**src/rtl/joystick_splitter_scan.sv**
```systemverilog
// Joystick splitter front end: scans up to four DB9 joysticks through a select-line splitter.
// Each slot is debounced, and F1 can be gated by a per-slot autofire phase taken from a
// frame counter driven by vertical retrace. The autofire config register sits on the ZXUNO bus.
`timescale 1ns/1ps

module joystick_splitter_scan #(
  parameter int unsigned NUM_SLOTS  = 2,
  parameter int unsigned SCAN_DIV   = 140000,
  parameter int unsigned SETTLE     = 64,
  parameter int unsigned DEBOUNCE   = 2,
  parameter logic [7:0]  AFCONFADDR = 8'h0F
) (
  input  logic                   clk,
  input  logic                   rst_n,
  input  logic                   split_en,
  input  logic [5:0]             db9_in,
  output logic [1:0]             joy_sel,
  input  logic [7:0]             zxuno_addr,
  input  logic                   zxuno_regwr,
  input  logic                   zxuno_regrd,
  input  logic [7:0]             din,
  output logic [7:0]             dout,
  output logic                   oe,
  input  logic                   vretrace_n,
  output logic [6*NUM_SLOTS-1:0] joy_out,
  output logic                   scan_tick
);

  localparam int unsigned CntW = (SCAN_DIV > 2) ? $clog2(SCAN_DIV) : 1;
  localparam logic [CntW-1:0] CntLast   = CntW'(SCAN_DIV - 1);
  localparam logic [CntW-1:0] CntSettle = CntW'(SETTLE);
  localparam logic [2:0]      DbMax     = 3'(DEBOUNCE);
  localparam logic [1:0]      SlotLast  = 2'(NUM_SLOTS - 1);
  localparam logic [3:0]      SlotMask  = 4'((1 << NUM_SLOTS) - 1);

  logic [CntW-1:0] cnt;
  logic [5:0]      prev_q [NUM_SLOTS];
  logic [2:0]      db_q   [NUM_SLOTS];
  logic [5:0]      raw_q  [NUM_SLOTS];

  logic [7:0] afconf;
  logic [3:0] fc;
  logic       vr_q;

  logic [5:0] sample;
  logic [5:0] cur_prev;
  logic [2:0] cur_db;
  logic [5:0] cur_raw;
  logic [2:0] db_next;
  logic       commit;
  logic       af;
  logic       afconf_hit;
  logic       unused_din;

  assign sample     = ~db9_in;
  assign afconf_hit = (zxuno_addr == AFCONFADDR);
  assign af         = fc[afconf[5:4]];
  // Reserved config bits are never stored.
  assign unused_din = ^din[7:6];

  // Debounce next-state for the slot currently selected.
  always_comb begin
    cur_prev = '0;
    cur_db   = '0;
    cur_raw  = '0;
    for (int unsigned k = 0; k < NUM_SLOTS; k++) begin
      if (joy_sel == 2'(k)) begin
        cur_prev = prev_q[k];
        cur_db   = db_q[k];
        cur_raw  = raw_q[k];
      end
    end
    if (sample == cur_prev) begin
      db_next = (cur_db >= DbMax) ? DbMax : cur_db + 3'd1;
    end else begin
      db_next = 3'd1;
    end
    commit = (db_next == DbMax) && (sample != cur_raw);
  end

  // Dwell counter, slot select and per-slot debounce/commit state.
  always_ff @(posedge clk) begin
    if (!rst_n) begin
      cnt       <= '0;
      joy_sel   <= '0;
      scan_tick <= 1'b0;
      for (int unsigned k = 0; k < NUM_SLOTS; k++) begin
        prev_q[k] <= '0;
        db_q[k]   <= '0;
        raw_q[k]  <= '0;
      end
    end else begin
      scan_tick <= 1'b0;
      cnt       <= (cnt == CntLast) ? '0 : cnt + 1'b1;

      if (!split_en) begin
        joy_sel <= '0;
      end else if (cnt == CntLast) begin
        joy_sel <= (joy_sel == SlotLast) ? 2'd0 : joy_sel + 2'd1;
      end

      if (cnt == CntSettle) begin
        for (int unsigned k = 0; k < NUM_SLOTS; k++) begin
          if (joy_sel == 2'(k)) begin
            prev_q[k] <= sample;
            db_q[k]   <= db_next;
            if (commit) begin
              raw_q[k] <= sample;
            end
          end
        end
        // A slot about to be cleared by direct mode must not announce a commit.
        scan_tick <= commit && (split_en || joy_sel == 2'd0);
      end

      // Direct mode: slots behind the splitter read as released and restart debouncing.
      if (!split_en) begin
        for (int unsigned k = 1; k < NUM_SLOTS; k++) begin
          prev_q[k] <= '0;
          db_q[k]   <= '0;
          raw_q[k]  <= '0;
        end
      end
    end
  end

  // Autofire config register and retrace-driven frame counter.
  always_ff @(posedge clk) begin
    if (!rst_n) begin
      afconf <= 8'h00;
      fc     <= 4'd0;
      vr_q   <= vretrace_n;
    end else begin
      vr_q <= vretrace_n;
      if (vretrace_n && !vr_q) begin
        fc <= fc + 4'd1;
      end
      if (afconf_hit && zxuno_regwr) begin
        afconf <= {2'b00, din[5:4], din[3:0] & SlotMask};
      end
    end
  end

  // Slot outputs with F1 gated by the autofire phase where enabled.
  always_comb begin
    joy_out = '0;
    for (int unsigned k = 0; k < NUM_SLOTS; k++) begin
      joy_out[6*k +: 6] = {raw_q[k][5],
                           raw_q[k][4] & (afconf[k] ? af : 1'b1),
                           raw_q[k][3:0]};
    end
  end

  // Register read port, combinational on the current register value.
  always_comb begin
    oe   = 1'b0;
    dout = 8'hFF;
    if (afconf_hit && zxuno_regrd) begin
      oe   = 1'b1;
      dout = afconf;
    end
  end

endmodule

```
**config.mk**
```make
export PLATFORM = sky130hd
export DESIGN_NAME = joystick_splitter_scan
export DESIGN_NICKNAME = d
export VERILOG_FILES = /design/src/rtl/joystick_splitter_scan.sv
export SDC_FILE = /design/constraint.sdc
export NUM_CORES = 1
export LEC_CHECK = 0
export ABC_AREA = 0
export CORE_MARGIN = 4
export CORE_UTILIZATION = 41
export DETAILED_ROUTE_END_ITERATION = 12
export SLEW_MARGIN = 30
export SYNTH_ARGS = -nofsm -noshare
export SYNTH_HDL_FRONTEND = slang
export SYNTH_SLANG_ARGS = --single-unit
```
**constraint.sdc**
```tcl
create_clock -name clk -period 7.75 [get_ports clk]
set_clock_uncertainty 0.15 [all_clocks]
set_input_delay 1.55 -clock clk [delete_from_list [all_inputs] [get_ports clk]]
set_output_delay 1.55 -clock clk [all_outputs]
set_load 0.05 [all_outputs]
```
==> metrics.md, run 1 <==
| Metric | Value |
|---|---|
| Via count | 2564 |
| Slew headroom | 0.5337 |
| Syn_nets | a little under 400 |
| DPL Wire Length | around 4.9 mm |
| Final setup viols | 0 |
| Synth async-reset ratio | 0 |
| GRT Util Overall | 0.1565 |
| Worst R2R End | raw_q[0][1]$_DFFE_PP_ |
| Rows | 31 |
| Met1 Track Usage GR | 0.2096 |
| TritonCTS clock tree | done |
| CP Class | input pin to output pin |
| Area grow syn2layout | 18.76% |
| Via/cell ratio | 5.254 |
| Highest-delay cell along the critical path | clkdlybuf4s50_1 |
| Final Slew Violations | 0 |
| Worst Path Buf+Inv | 2 |
| Clk slew on worst S/H paths | ~60 ps |
| Max Fclk | approximately 180 MHz |
| Final core occ | 0.5100 |
| Syn Area/Cell | between 8 and 9 sq um |
| Share of cells above drive strength 1 | 0.08226 |
| Crit-path leading delay family | simple AND/OR/NAND/NOR gates |
| # diodes | 0 |
| GRT overflow | 0 |
| Pwr Density | 168.5 mW/mm^2 |
| Switching part of the total power | 0.2307 |
| Net Sw Power | 146.9 uW |
| Max-Cap Viols | 0 |
| IO Port Bufs | 47 |
| Nets | 417 |
| Power Internal | 489.7 uW |
| First-pass DRT Iterations | 4 |
| First-pass GRT wire length | 11.06 mm |
| RD Place Congestion | 0.7748 |
| Overall die width | between 90 and 100 um |
| Clk buf depth | 2 |
| Leak Pwr | roughly 1.3 nW |
| Post-DRT Antenna Nets | 0 |
| Synth Instances | 358 |
| Netlist cell types | 50 |
| Final Worst Setup Slack | 2267 ps |
| Warnings, synthesis | 0 |
| Critical Path Start Type | input pin |
| Tmin final | approximately 5500 ps |
| Chip height | around 96 um |
| Largest net degree at the start of global routing | 31 |
| Vias in the first global route | 2340 |
| Post-synth EDFFs | 15 |
| Pwr Total | 636.6 uW |
| Yosys reg bits | 60 |
| Netlist Area Pre-Place | 0.003182 sq mm |
| Worst slew pin tran | 697.7 ps |
| Crit-path max FO | 9 |
| Initial antenna violation count | 0 |
| DIE AREA | 0.009234 sq mm |
| Fin crit share | 0.7074 |
| CTS sink cnt | 60 |
| Register area share after synthesis | 0.4247 |
| Root Driver | clkbuf_8 |
| Met2 Use GR | 0.2306 |
| Hold-fix buffers, CTS | 0 |
| Global routing usage on met3 | 0.03831 |
| Final wirelength | ~7.0 mm |
| Setup TNS | 0 ps |
| Fin. Hold Viols | 0 |
| CP startpoint | zxuno_addr[5] |
| Post-cts resize count | 0 |
| Average wire per standard cell | approximately 14 um |
| Max incr delay on CP | 700 ps |
| GRT Max-Usage Layer | met2 |
| Htree depth | 3 |
| IO Pins | 52 |
| R2r setup slk | 4540 ps |
| Critical path depth in cells | 6 |
| RR Startpoint | joy_sel[0]$_SDFFE_PN0P_ |
| Sequential share of power | 0.517 |
| Placed cell area | approximately 0.0036 sq mm |
| Initial Utilization | 0.4295 |
| Hold crit path type | flip-flop to flip-flop |
| Clock power share | 0.405 |
| Unrepaired setup endpoints after global routing | no |
| Setup crit end kind | output pin |
| Combinational share of power | 0.078 |
| Post-CTS Setup Bufs | 0 |
| Core area | 0.007408 sq mm |
| Status | completed |
| Max VDD drop | 0.07752 mV |
| CP Cell Sequence | clkdlybuf4s50_1, or4_1, nor2_1, nand2_1, or2_2, clkdlybuf4s50_1 |
| Path depth of the worst reg2reg path | 9 |
| Pre-CTS setup slack | 2247 ps |
| CP Data Required Time | slightly above 6000 ps |
| 1st-iter DRT viols | ~130 |
| Worst Setup EP | dout[1] |
| CP dominant cell by count | clkdlybuf4s50_1 |
| Worst endpoint data arrival time | between 3000 and 4000 ps |
| CTS Buf Count | 9 |
| Drc violations | 0 |
| Worst skew pair latency | 340 ps |
| Primary FF master, synth | dfxtp_1 |
| Layout Cell Area excl Fill | 0.003779 sq mm |
power by group through the flow:
stage	combinational (mW)	clock [mW]	sequential, mW
detailed placement	0.0500	0	0.336
floorplan	0.0301	0	0.334
global placement	0.0497	0	0.336
finish	0.0497	0.258	0.329
CTS	0.0502	0.267	0.329
global route	0.0546	0.279	0.329
cells in the mapped netlist, types with 2 or more instances:
library cell  count  area, sq um
a21boi_1          2        15.01
buf_2             4        20.02
or4_1             4        30.03
or3_1            11        68.82
nor2_1           46        172.7
xnor2_1          12        105.1
ha_1              5        62.56
edfxtp_1         15        450.4
inv_1            11        41.29
nor4_1            3        18.77
nor3_1           13        65.06
o21a_1            2        15.01
a21o_1            2        15.01
nand2b_1          5        31.28
a21boi_0          2        15.01
clkbuf_1         12        45.04
nor2b_1           2        12.51
nor2_2            5        31.28
nor3b_1           2        15.01
buf_4            15        112.6
nand2_1          30        112.6
nand4_1           7        43.79
or2_1             2        12.51
dfxtp_1          45        900.9
a21oi_1          12        60.06
o21ai_0          10        50.05
a22oi_1           4        30.03
mux2i_1          26        260.3
or2_2             4        25.02
nand3_1          17        85.08
xor2_1            9        78.83
per-layer routing:
| layer | vias to the layer above | wire (um) |
|---|---|---|
| li1 | 1292 | - |
| met1 | 1204 | 3342 |
| met2 | 56 | 3036 |
| met3 | 12 | 438 |
| met4 | 0 | 152 |
| met5 | - | 0 |
registers in the layout (all words and copies together), names as in the netlist:
name       cells
afconf         4
fc             4
raw_q         12
db_q           6
prev_q        12
cnt           18
vr_q           1
scan_tick      1
joy_sel        2
cell usage in the layout, fill, tap and decap left out, types with 12 or more instances in the layout:
master / n
edfxtp_1: 15
nor2_1: 46
clkbuf_8: 12
dfxtp_1: 44
mux2i_1: 26
nand3_1: 17
nand2_1: 30
clkdlybuf4s50_1: 47
nor3_1: 13
xnor2_1: 12
a21oi_1: 12
metrics by stage:
| stage | std cells | hold slack (ps) |
|---|---|---|
| CTS | 488 | 303.3 |
| finish | 488 | 300.5 |
| global route | 488 | 336.1 |
| floorplan | 358 | 281.5 |
| global placement | 472 | 288.0 |
| detailed placement | 472 | 296.1 |
worst min-delay path, stage by stage (launching register included):
cell	delay (ps)
dfxtp_1	310
nand2_1	50
a21oi_1	50
final cells by class:
| class | instances | area [sq um] |
|---|---|---|
| well taps | 99 | 123.9 |
| fillers | 708 | 3630 |
| clock buffers | 15 | 176.4 |
| clock inverters | 1 | 5.005 |
| multi-input cells | 254 | 1602 |
| repair buffers | 48 | 478.0 |
| inverters | 11 | 41.29 |
| flip-flops and latches | 60 | 1353 |
worst min path at each step:
stage,cells after the start,endpoint,startpoint,slack [ps]
3_5_place_dp,2,db_q[1][1]$_SDFFE_PP0P_,db_q[1][1]$_SDFFE_PP0P_,300
6_report,2,db_q[1][1]$_SDFFE_PP0P_,db_q[1][1]$_SDFFE_PP0P_,300
5_1_grt,2,db_q[1][1]$_SDFFE_PP0P_,db_q[1][1]$_SDFFE_PP0P_,340
4_1_cts,2,db_q[1][1]$_SDFFE_PP0P_,db_q[1][1]$_SDFFE_PP0P_,300
3_3_place_gp,2,prev_q[1][1]$_SDFFE_PP0P_,prev_q[1][1]$_SDFFE_PP0P_,290
2_1_floorplan,2,db_q[1][2]$_SDFFE_PP0P_,db_q[1][2]$_SDFFE_PP0P_,280
cell families (layout without fill, tap and decap cells):
logic type,count (synthesis),count (layout),share of synthesized area
AO/OA/AOI/OAI,42,42,0.08573
XOR/XNOR,21,21,0.05781
adder cells (fa/ha/maj),5,5,0.01966
buffers and inverters,44,75,0.07353
flip-flops,60,60,0.4247
multiplexers,27,27,0.08533
AND/OR/NAND/NOR,159,159,0.2532
(Power assumes the default switching activity.)
==> inputs of run 2 (changes only) <==
==> constraint.sdc (replaced) <==
create_clock -name clk -period 5.5 [get_ports clk]
set_clock_uncertainty 0.15 [all_clocks]
set_input_delay 1.1 -clock clk [delete_from_list [all_inputs] [get_ports clk]]
set_output_delay 1.1 -clock clk [all_outputs]
set_load 0.05 [all_outputs]
==> metrics.md, run 2 (same netlist as run 1, synthesis figures left out) <==
| Metric | Value |
|---|---|
| Max reg flops | 18 (unchanged) |
| Final instance count without filler cells | 488 (unchanged) |
| Tmin final | 4591 ps |
| Highest-delay cell along the critical path | clkdlybuf4s50_1 |
| Crit-path max FO | 9 (unchanged) |
| Sequential share of power | 0.532 (+0.015) |
| Most flop-heavy register | cnt |
| Combinational share of power | 0.081 (+0.003) |
| IO Port Bufs | 47 (unchanged) |
| Pwr Total | 871.9 uW (+37%) |
| Switching part of the total power | 0.2375 (+0.006832) |
| Max-Cap Viols | 0 (unchanged) |
| Setup TNS | 0 ps (unchanged) |
| Power Internal | 664.8 uW (+36%) |
| DPL Wire Length | 4.927 mm (+0.82%) |
| CTS sink cnt | 60 (unchanged) |
| Critical Path Start Type | input pin |
| RD Place Congestion | 0.7698 (-0.65%) |
| Post-cts resize count | 0 (unchanged) |
| Chip height | 96.10 um (unchanged) |
| Via count | 2542 (-0.86%) |
| Root Driver | clkbuf_8 |
| Largest net degree at the start of global routing | 31 (unchanged) |
| GRT overflow | 0 (unchanged) |
| Max Fclk | 217.8 MHz |
| DIE AREA | 0.009234 sq mm (unchanged) |
| Core area | 0.007408 sq mm (unchanged) |
| Average wire per standard cell | 14.35 um (+0.47%) |
| Hold crit path type | flip-flop to flip-flop |
| Share of cells above drive strength 1 | 0.07969 (-0.002571) |
| Net Sw Power | 207.1 uW (+41%) |
| # diodes | 0 (unchanged) |
| Hold-fix buffers, CTS | 0 (unchanged) |
| Commonest non-fill, non-tap cells in the layout | clkdlybuf4s50_1, nor2_1, dfxtp_1 |
| CP Class | input pin to output pin |
| Max VDD drop | 0.1011 mV (+30%) |
| Setup crit end kind | output pin |
| IO Pins | 52 (unchanged) |
| Commonest non-fill, non-tap cell in the layout | clkdlybuf4s50_1 |
| CTS Buf Count | 9 (unchanged) |
| Worst slew pin tran | 887.2 ps (+189.5 ps) |
| Initial antenna violation count | 0 (unchanged) |
| Post-CTS Setup Bufs | 0 (unchanged) |
| First-pass DRT Iterations | 4 (unchanged) |
| First-pass GRT wire length | 11.35 mm (+2.6%) |
| Unrepaired setup endpoints after global routing | no |
| CP dominant cell by count | clkdlybuf4s50_1 |
| Clk buf depth | 2 (unchanged) |
| Status | completed |
| Placed cell area | 0.003591 sq mm (unchanged) |
| Pwr Density | 232.0 mW/mm^2 (+38%) |
| Max incr delay on CP | 700 ps (about the same) |
| RR Startpoint | joy_sel[0]$_SDFFE_PN0P_ |
| CP Data Required Time | 4250 ps (-1800 ps) |
| Final wirelength | 7.003 mm (+0.47%) |
| Rows | 31 (unchanged) |
| Fin. Hold Viols | 0 (unchanged) |
| Clock power share | 0.388 (-0.017) |
| Layout Cell Area excl Fill | 0.003759 sq mm (-0.53%) |
| Slew headroom | 0.3932 (-0.1405) |
| Htree depth | 3 (unchanged) |
| Worst hold start | db_q[1][2]$_SDFFE_PP0P_ |
| Worst skew pair latency | 330 ps (about the same) |
| Final Slew Violations | 0 (unchanged) |
| Overall die width | 96.10 um (unchanged) |
| Worst endpoint data arrival time | 3340 ps (-440 ps) |
| Post-DRT Antenna Nets | 0 (unchanged) |
| Final setup viols | 0 (unchanged) |
| Nets | 417 (unchanged) |
| Final core occ | 0.5073 (-0.002702) |
| GRT Util Overall | 0.1601 (+0.003632) |
| Initial Utilization | 0.4295 (unchanged) |
| Largest regs | cnt x18, prev_q x12, raw_q x12 |
| Placed insts | 472 (unchanged) |
| CP startpoint | zxuno_addr[5] |
| Leak Pwr | 1.327 nW (-0.69%) |
| Via/cell ratio | 5.209 (-0.86%) |
| Clk slew on worst S/H paths | 60 ps (about the same) |
| Vias in the first global route | 2360 (+0.85%) |
| Fin crit share | 0.8347 |
| 1st-iter DRT viols | 148 (+16%) |
| CP Cell Sequence | clkdlybuf4s50_1, or4_1, nor2_1, nand2_1, or2_2, clkdlybuf4s50_1 |
| TritonCTS clock tree | done |
| Drc violations | 0 (unchanged) |
| Area grow syn2layout | 18.13% |
## run 2: changes by cell type in the layout (fill, tap and decap cells not counted), sizes merged
cell / delta
clkinv: +1
clkbuf: -1
## run 2: path summary, 6_finish.rpt
| check | to | slack [ps] | cells past startpoint |
|---|---|---|---|
| min reg2reg | db_q[1][2]$_SDFFE_PP0P_ | 300 | 2 |
| min | db_q[1][2]$_SDFFE_PP0P_ | 300 | 2 |
| max | dout[5] | 910 | 6 |
| max reg2reg | raw_q[0][1]$_DFFE_PP_ | 2230 | 7 |
## run 2: power by group through the flow
stage | combinational, mW | clock (mW) | sequential (mW)
floorplan | 0.0424 | 0 | 0.471
global placement | 0.0700 | 0 | 0.473
detailed placement | 0.0706 | 0 | 0.473
CTS | 0.0708 | 0.346 | 0.463
global route | 0.0777 | 0.373 | 0.464
finish | 0.0703 | 0.338 | 0.464
## run 2: cell type report
| class | instances | area, sq um |
|---|---|---|
| multi-input combinational | 254 | 1600 |
| timing repair buffer | 48 | 478.0 |
| clock buffer | 14 | 152.6 |
| inverter | 11 | 41.29 |
| fill | 700 | 3650 |
| clock inverter | 2 | 10.01 |
| tap | 99 | 123.9 |
| sequential | 60 | 1353 |
## run 2: per-layer routing
layer  wire [um]  part of all wire  global-route usage  vias up
met5           0                 0                   0        -
met4          80             0.011             0.06517        0
met3         437             0.062             0.04144        8
met2        3120              0.45              0.2381       58
met1        3365              0.48              0.2201     1183
li1            -                 -                   -     1293
## run 2: stage by stage
stage	hold slack (ps)	setup slack, ps
floorplan	281.5	1567
global placement	287.4	920.7
detailed placement	297.5	889.3
CTS	303.7	889.1
global route	313.4	820.0
finish	299.4	908.9
## run 2: worst max-delay path, delay by kind of cell
kind                   cells  cell delay, ps
and+or+nand+nor            4            1150
buffers and inverters      2            1090
==> inputs of run 3 (changes only) <==
==> constraint.sdc (replaced) <==
create_clock -name clk -period 4.3 [get_ports clk]
set_clock_uncertainty 0.15 [all_clocks]
set_input_delay 0.86 -clock clk [delete_from_list [all_inputs] [get_ports clk]]
set_output_delay 0.86 -clock clk [all_outputs]
set_load 0.05 [all_outputs]
==> metrics.md, run 3 (same netlist as run 1, synthesis figures left out) <==
| Metric | Value |
|---|---|
| GRT Util Overall | 0.1596 (-0.0004530) |
| Placed cell area | 0.003638 sq mm (+1.3%) |
| CP dominant cell by count | clkdlybuf4s50_1 |
| Fin crit share | 0.8938 |
| CTS Buf Count | 9 (unchanged) |
| Final wirelength | 7.017 mm (+0.20%) |
| Critical Path Start Type | input pin |
| IO Pins | 52 (unchanged) |
| Crit-path max FO | 9 (unchanged) |
| CP Cell Sequence | clkdlybuf4s50_1, or4_1, nor2_1, nand2_1, clkdlybuf4s50_1 |
| Vias in the first global route | 2342 (-0.76%) |
| Setup TNS | 0 ps (unchanged) |
| Largest regs | cnt x18, prev_q x12, raw_q x12 |
| Worst Setup EP | dout[7] |
| Rows | 31 (unchanged) |
| Fin. Hold Viols | 0 (unchanged) |
| # diodes | 0 (unchanged) |
| Pwr Density | 290.6 mW/mm^2 (+25%) |
| Slew headroom | 0.4897 (+0.09650) |
| Max incr delay on CP | 750 ps (+50 ps) |
| Max-Cap Viols | 0 (unchanged) |
| Layout Cell Area excl Fill | 0.003799 sq mm (+1.1%) |
| DIE AREA | 0.009234 sq mm (unchanged) |
| Root Driver | clkbuf_8 |
| Largest net degree at the start of global routing | 31 (unchanged) |
| IO Port Bufs | 47 (unchanged) |
| Htree depth | 3 (unchanged) |
| CP Data Required Time | 3290 ps (-960 ps) |
| Power Internal | 831.8 uW (+25%) |
| TritonCTS clock tree | done |
| Worst skew pair latency | 330 ps (about the same) |
| CTS sink cnt | 60 (unchanged) |
| Worst slew pin tran | 762.6 ps (-124.6 ps) |
| RR Startpoint | joy_sel[0]$_SDFFE_PN0P_ |
| Status | completed |
| Clk slew on worst S/H paths | 60 ps (about the same) |
| Hold crit path type | flip-flop to flip-flop |
| DPL Wire Length | 5.063 mm (+2.8%) |
| Path depth of the worst reg2reg path | 9 (+2) |
| R2r setup slk | 1370 ps (-860 ps) |
| Final setup viols | 0 (unchanged) |
| Overall die width | 96.10 um (unchanged) |
| Worst R2R End | raw_q[0][0]$_DFFE_PP_ |
| Clk buf depth | 2 (unchanged) |
| Worst endpoint data arrival time | 2830 ps (-510 ps) |
| Global routing usage on met3 | 0.04769 (+0.006255) |
| Setup crit end kind | output pin |
| Worst Path Buf+Inv | 2 (unchanged) |
| Max Fclk | 260.2 MHz |
| Final Slew Violations | 0 (unchanged) |
| RD Place Congestion | 0.8049 (+4.6%) |
| Via count | 2550 (+0.31%) |
| Sequential share of power | 0.536 (+0.004) |
| First-pass GRT wire length | 11.32 mm (-0.30%) |
| Net Sw Power | 272.2 uW (+31%) |
| CP startpoint | zxuno_addr[5] |
| Most flop-heavy register | cnt |
| Via/cell ratio | 5.141 (-1.3%) |
| GRT Max-Usage Layer | met2 |
| Initial Utilization | 0.4295 (unchanged) |
| Average wire per standard cell | 14.15 um (-1.4%) |
| Post-cts resize count | 0 (unchanged) |
| Crit-path leading delay family | buffers and inverters |
| Share of cells above drive strength 1 | 0.1134 (+0.03366) |
| Drc violations | 0 (unchanged) |
| Critical path depth in cells | 5 (-1) |
| Highest-delay cell along the critical path | clkdlybuf4s50_1 |
| Chip height | 96.10 um (unchanged) |
| Unrepaired setup endpoints after global routing | no |
| Nets | 425 (+1.9%) |
| Post-DRT Antenna Nets | 0 (unchanged) |
| Commonest non-fill, non-tap cell in the layout | nor2_1 |
| Tmin final | 3843 ps |
| Switching part of the total power | 0.2465 (+0.009004) |
| GRT overflow | 0 (unchanged) |
| CP Class | input pin to output pin |
| Max reg flops | 18 (unchanged) |
| Combinational share of power | 0.086 (+0.005) |
| Hold-fix buffers, CTS | 0 (unchanged) |
| 1st-iter DRT viols | 93 (-37%) |
| Core area | 0.007408 sq mm (unchanged) |
| Worst hold start | db_q[1][1]$_SDFFE_PP0P_ |
| Commonest non-fill, non-tap cells in the layout | nor2_1, dfxtp_1, clkdlybuf4s50_1 |
| Max VDD drop | 0.1498 mV (+48%) |
| Initial antenna violation count | 0 (unchanged) |
| First-pass DRT Iterations | 4 (unchanged) |
| Leak Pwr | 1.364 nW (+2.9%) |
| Area grow syn2layout | 19.39% |
| Met2 Use GR | 0.2501 (+0.01208) |
| Met1 Track Usage GR | 0.2082 (-0.01183) |
| Post-CTS Setup Bufs | 0 (unchanged) |
| Clock power share | 0.378 (-0.010) |
-- run 3: cell types whose count changed in the layout (fill, tap and decap cells not counted), sizes merged --
| cell | previous run | this run |
|---|---|---|
| clkinvlp | 0 | 1 |
| clkinv | 2 | 5 |
| clkdlybuf4s50 | 47 | 42 |
| buf | 1 | 14 |
| clkbuf | 14 | 10 |
-- run 3: worst min-delay path, delay by kind of cell (launching register included) --
family | cells | cell delay, ps
flops | 1 | 310
simple gates | 1 | 50
compound gates | 1 | 50
-- run 3: cell type report --
| type | count | area (sq um) |
|---|---|---|
| Clock buffer | 10 | 127.6 |
| Timing Repair Buffer | 56 | 525.5 |
| Fill cell | 706 | 3610 |
| Sequential cell | 60 | 1353 |
| Clock inverter | 6 | 31.28 |
| Multi-Input combinational cell | 254 | 1597 |
| Tap cell | 99 | 123.9 |
| Inverter | 11 | 41.29 |
-- run 3: power by group through the flow --
stage	clock, mW	sequential [mW]	combinational (mW)
4_1_cts	0.435	0.592	0.0953
3_3_place_gp	0	0.605	0.0935
5_1_grt	0.462	0.593	0.103
2_1_floorplan	0	0.603	0.0543
3_5_place_dp	0	0.605	0.0947
6_report	0.417	0.592	0.0946
-- run 3: routing by layer --
| layer | part of all wire | vias to the layer above | wire [um] |
|---|---|---|---|
| met1 | 0.48 | 1186 | 3342 |
| met4 | 0.014 | 0 | 95 |
| met5 | 0 | - | 0 |
| met2 | 0.44 | 62 | 3098 |
| li1 | - | 1294 | - |
| met3 | 0.069 | 8 | 481 |
-- run 3: metrics by stage --
stage / util / hold slack, ps / setup slack, ps / std cells / power [mW]
floorplan: - / 281.5 / 847.5 / 358 / 0.6570
global placement: 0.4911 / 289.6 / 458.9 / 480 / 0.6980
detailed placement: 0.4911 / 296.5 / 442.9 / 480 / 0.6994
CTS: 0.5126 / 306.1 / 451.8 / 496 / 1.122
global route: 0.5128 / 327.0 / 378.9 / 496 / 1.157
finish: 0.5128 / 303.7 / 456.8 / 496 / 1.104
-- run 3: how the worst min path moves through the flow --
| stage | endpoint | slack, ps | cells past startpoint |
|---|---|---|---|
| finish | db_q[1][1]$_SDFFE_PP0P_ | 300 | 2 |
| global route | prev_q[1][2]$_SDFFE_PP0P_ | 330 | 2 |
| CTS | db_q[1][1]$_SDFFE_PP0P_ | 310 | 2 |
| detailed placement | db_q[1][1]$_SDFFE_PP0P_ | 300 | 2 |
| global placement | prev_q[1][4]$_SDFFE_PP0P_ | 290 | 2 |
| floorplan | db_q[1][2]$_SDFFE_PP0P_ | 280 | 2 |
==> patch, RTL diff (settings of run 3) <==
Set the parameter `NUM_SLOTS` to 3 (it was 2).
--- a/src/rtl/joystick_splitter_scan.sv
+++ b/src/rtl/joystick_splitter_scan.sv
@@ -6,3 +6,3 @@
 module joystick_splitter_scan #(
-  parameter int unsigned NUM_SLOTS  = 2,
+  parameter int unsigned NUM_SLOTS  = 3,
   parameter int unsigned SCAN_DIV   = 140000,
Ports: changed (resized joy_out); port bits go from 52 to 58. No check against the original RTL was run, so the function may have changed too.
==> patch against run 3 <==
- area after synthesis rose by 26%
- power is 30% higher
- critical path type unchanged
- routed wire length grew 29%
- worst setup slack got worse by 0.010 ns
- combinational power up 29%
- critical path depth is the same
- clock power increased by 37%
- count of clock-buffer cells in the layout up 4
- critical endpoint unchanged
- sequential cell count increased by 16
- cell area is 24% higher
- worst hold slack got worse by 0.0013 ns
- cell count up 22%
==> patch: results <==
[outcome]
outcome = "completed"

[synthesis]
syn_nets = 471
ys_top_cells_by_area = "dfxtp_1, edfxtp_1, mux2i_1"
ys_types = 60
synth_cells = 438
synthTopCellsByCount = "dfxtp_1, nand2_1, nor2_1"

[pwr]
clk-power_mw = 0.570
p_int_mw = 1.094
leakagePower_nw = 1.632
ir_drop_uv = 148.9

[placed_design]
dpl.cell_count = 591
numPortBuffers = 54
place_area_um2 = 4504
dp_hpwl_mm = 6.354
gp_congestion = 0.7728

[routing]
wire_per_inst_um = 14.91
drt_wl_total_mm = 9.053
dr.first_iter.drc_count = 141
vias = 3178

[sta]
relSlewSlack = 0.3674

[worst_setup_path]
cp_data_arrival_time_ns = 2.84

[grt]
grt_max_degree = 26
grt_usage = 0.1619
grt_pass1_wl_mm = 14.82

[cts]
path_clk_slew_ns = 0.08

[cells_and_area]
top_regs = "cnt (18), prev_q (18), raw_q (18)"
layout-drive-gt1-share = 0.1192
patch: cell count changes after synthesis, moves of 8 or more:
cell / change
o2bb2ai_1: +12
nand2_1: +29
or3_1: -8
a21oi_1: +15
dfxtp_1: +16
nor3_1: -11
nor2_1: +11
patch: per-layer routing:
metal / track usage / wire (um) / vias up
met2: 0.2608 / 4068 / 89
met4: 0.05205 / 89 / 0
li1: - / - / 1592
met5: 0 / 0 / -
met3: 0.03853 / 574 / 10
met1: 0.2145 / 4321 / 1487
patch: final cells by class:
class | count | area [um^2]
Clock buffer | 14 | 203.9
Clock inverter | 2 | 11.26
Fill cell | 920 | 4652
Inverter | 8 | 30.03
Multi-Input combinational cell | 316 | 2056
Sequential cell | 76 | 1672
Tap cell | 129 | 161.4
Timing Repair Buffer | 62 | 585.6
patch: path summary, 6_finish.rpt:
path,startpoint,to,slack (ns),depth (start not counted)
worst max-delay path,zxuno_addr[5],dout[7],0.45,5
worst min-delay path,cnt[0],cnt[0],0.30,1
worst max register to register,joy_sel[1],raw_q[0][0],0.93,9
worst min register to register,cnt[0],cnt[0],0.30,1
patch: cell families (layout without fill, tap and decap cells):
group,Yosys count,after routing,share of synthesized area
AND/OR/NAND/NOR,181,181,0.2264
multiplexers,26,26,0.06868
AO/OA/AOI/OAI,79,79,0.1477
flip-flops,76,76,0.4171
buffers and inverters,46,86,0.06993
XOR/XNOR,25,25,0.05464
adder cells (fa/ha/maj),5,5,0.01561
patch: per-stage QoR:
stage            util  setup WS [ns]  hold slack (ns)  power (mW)
2_1_floorplan       -         0.8550           0.2673      0.8345
3_3_place_gp   0.4806         0.4612           0.2778      0.8784
3_5_place_dp   0.4806         0.4259           0.2906      0.8797
4_1_cts        0.5036         0.4227           0.3038       1.452
5_1_grt        0.5036         0.3803           0.3212       1.496
6_report       0.5036         0.4466           0.3024       1.432
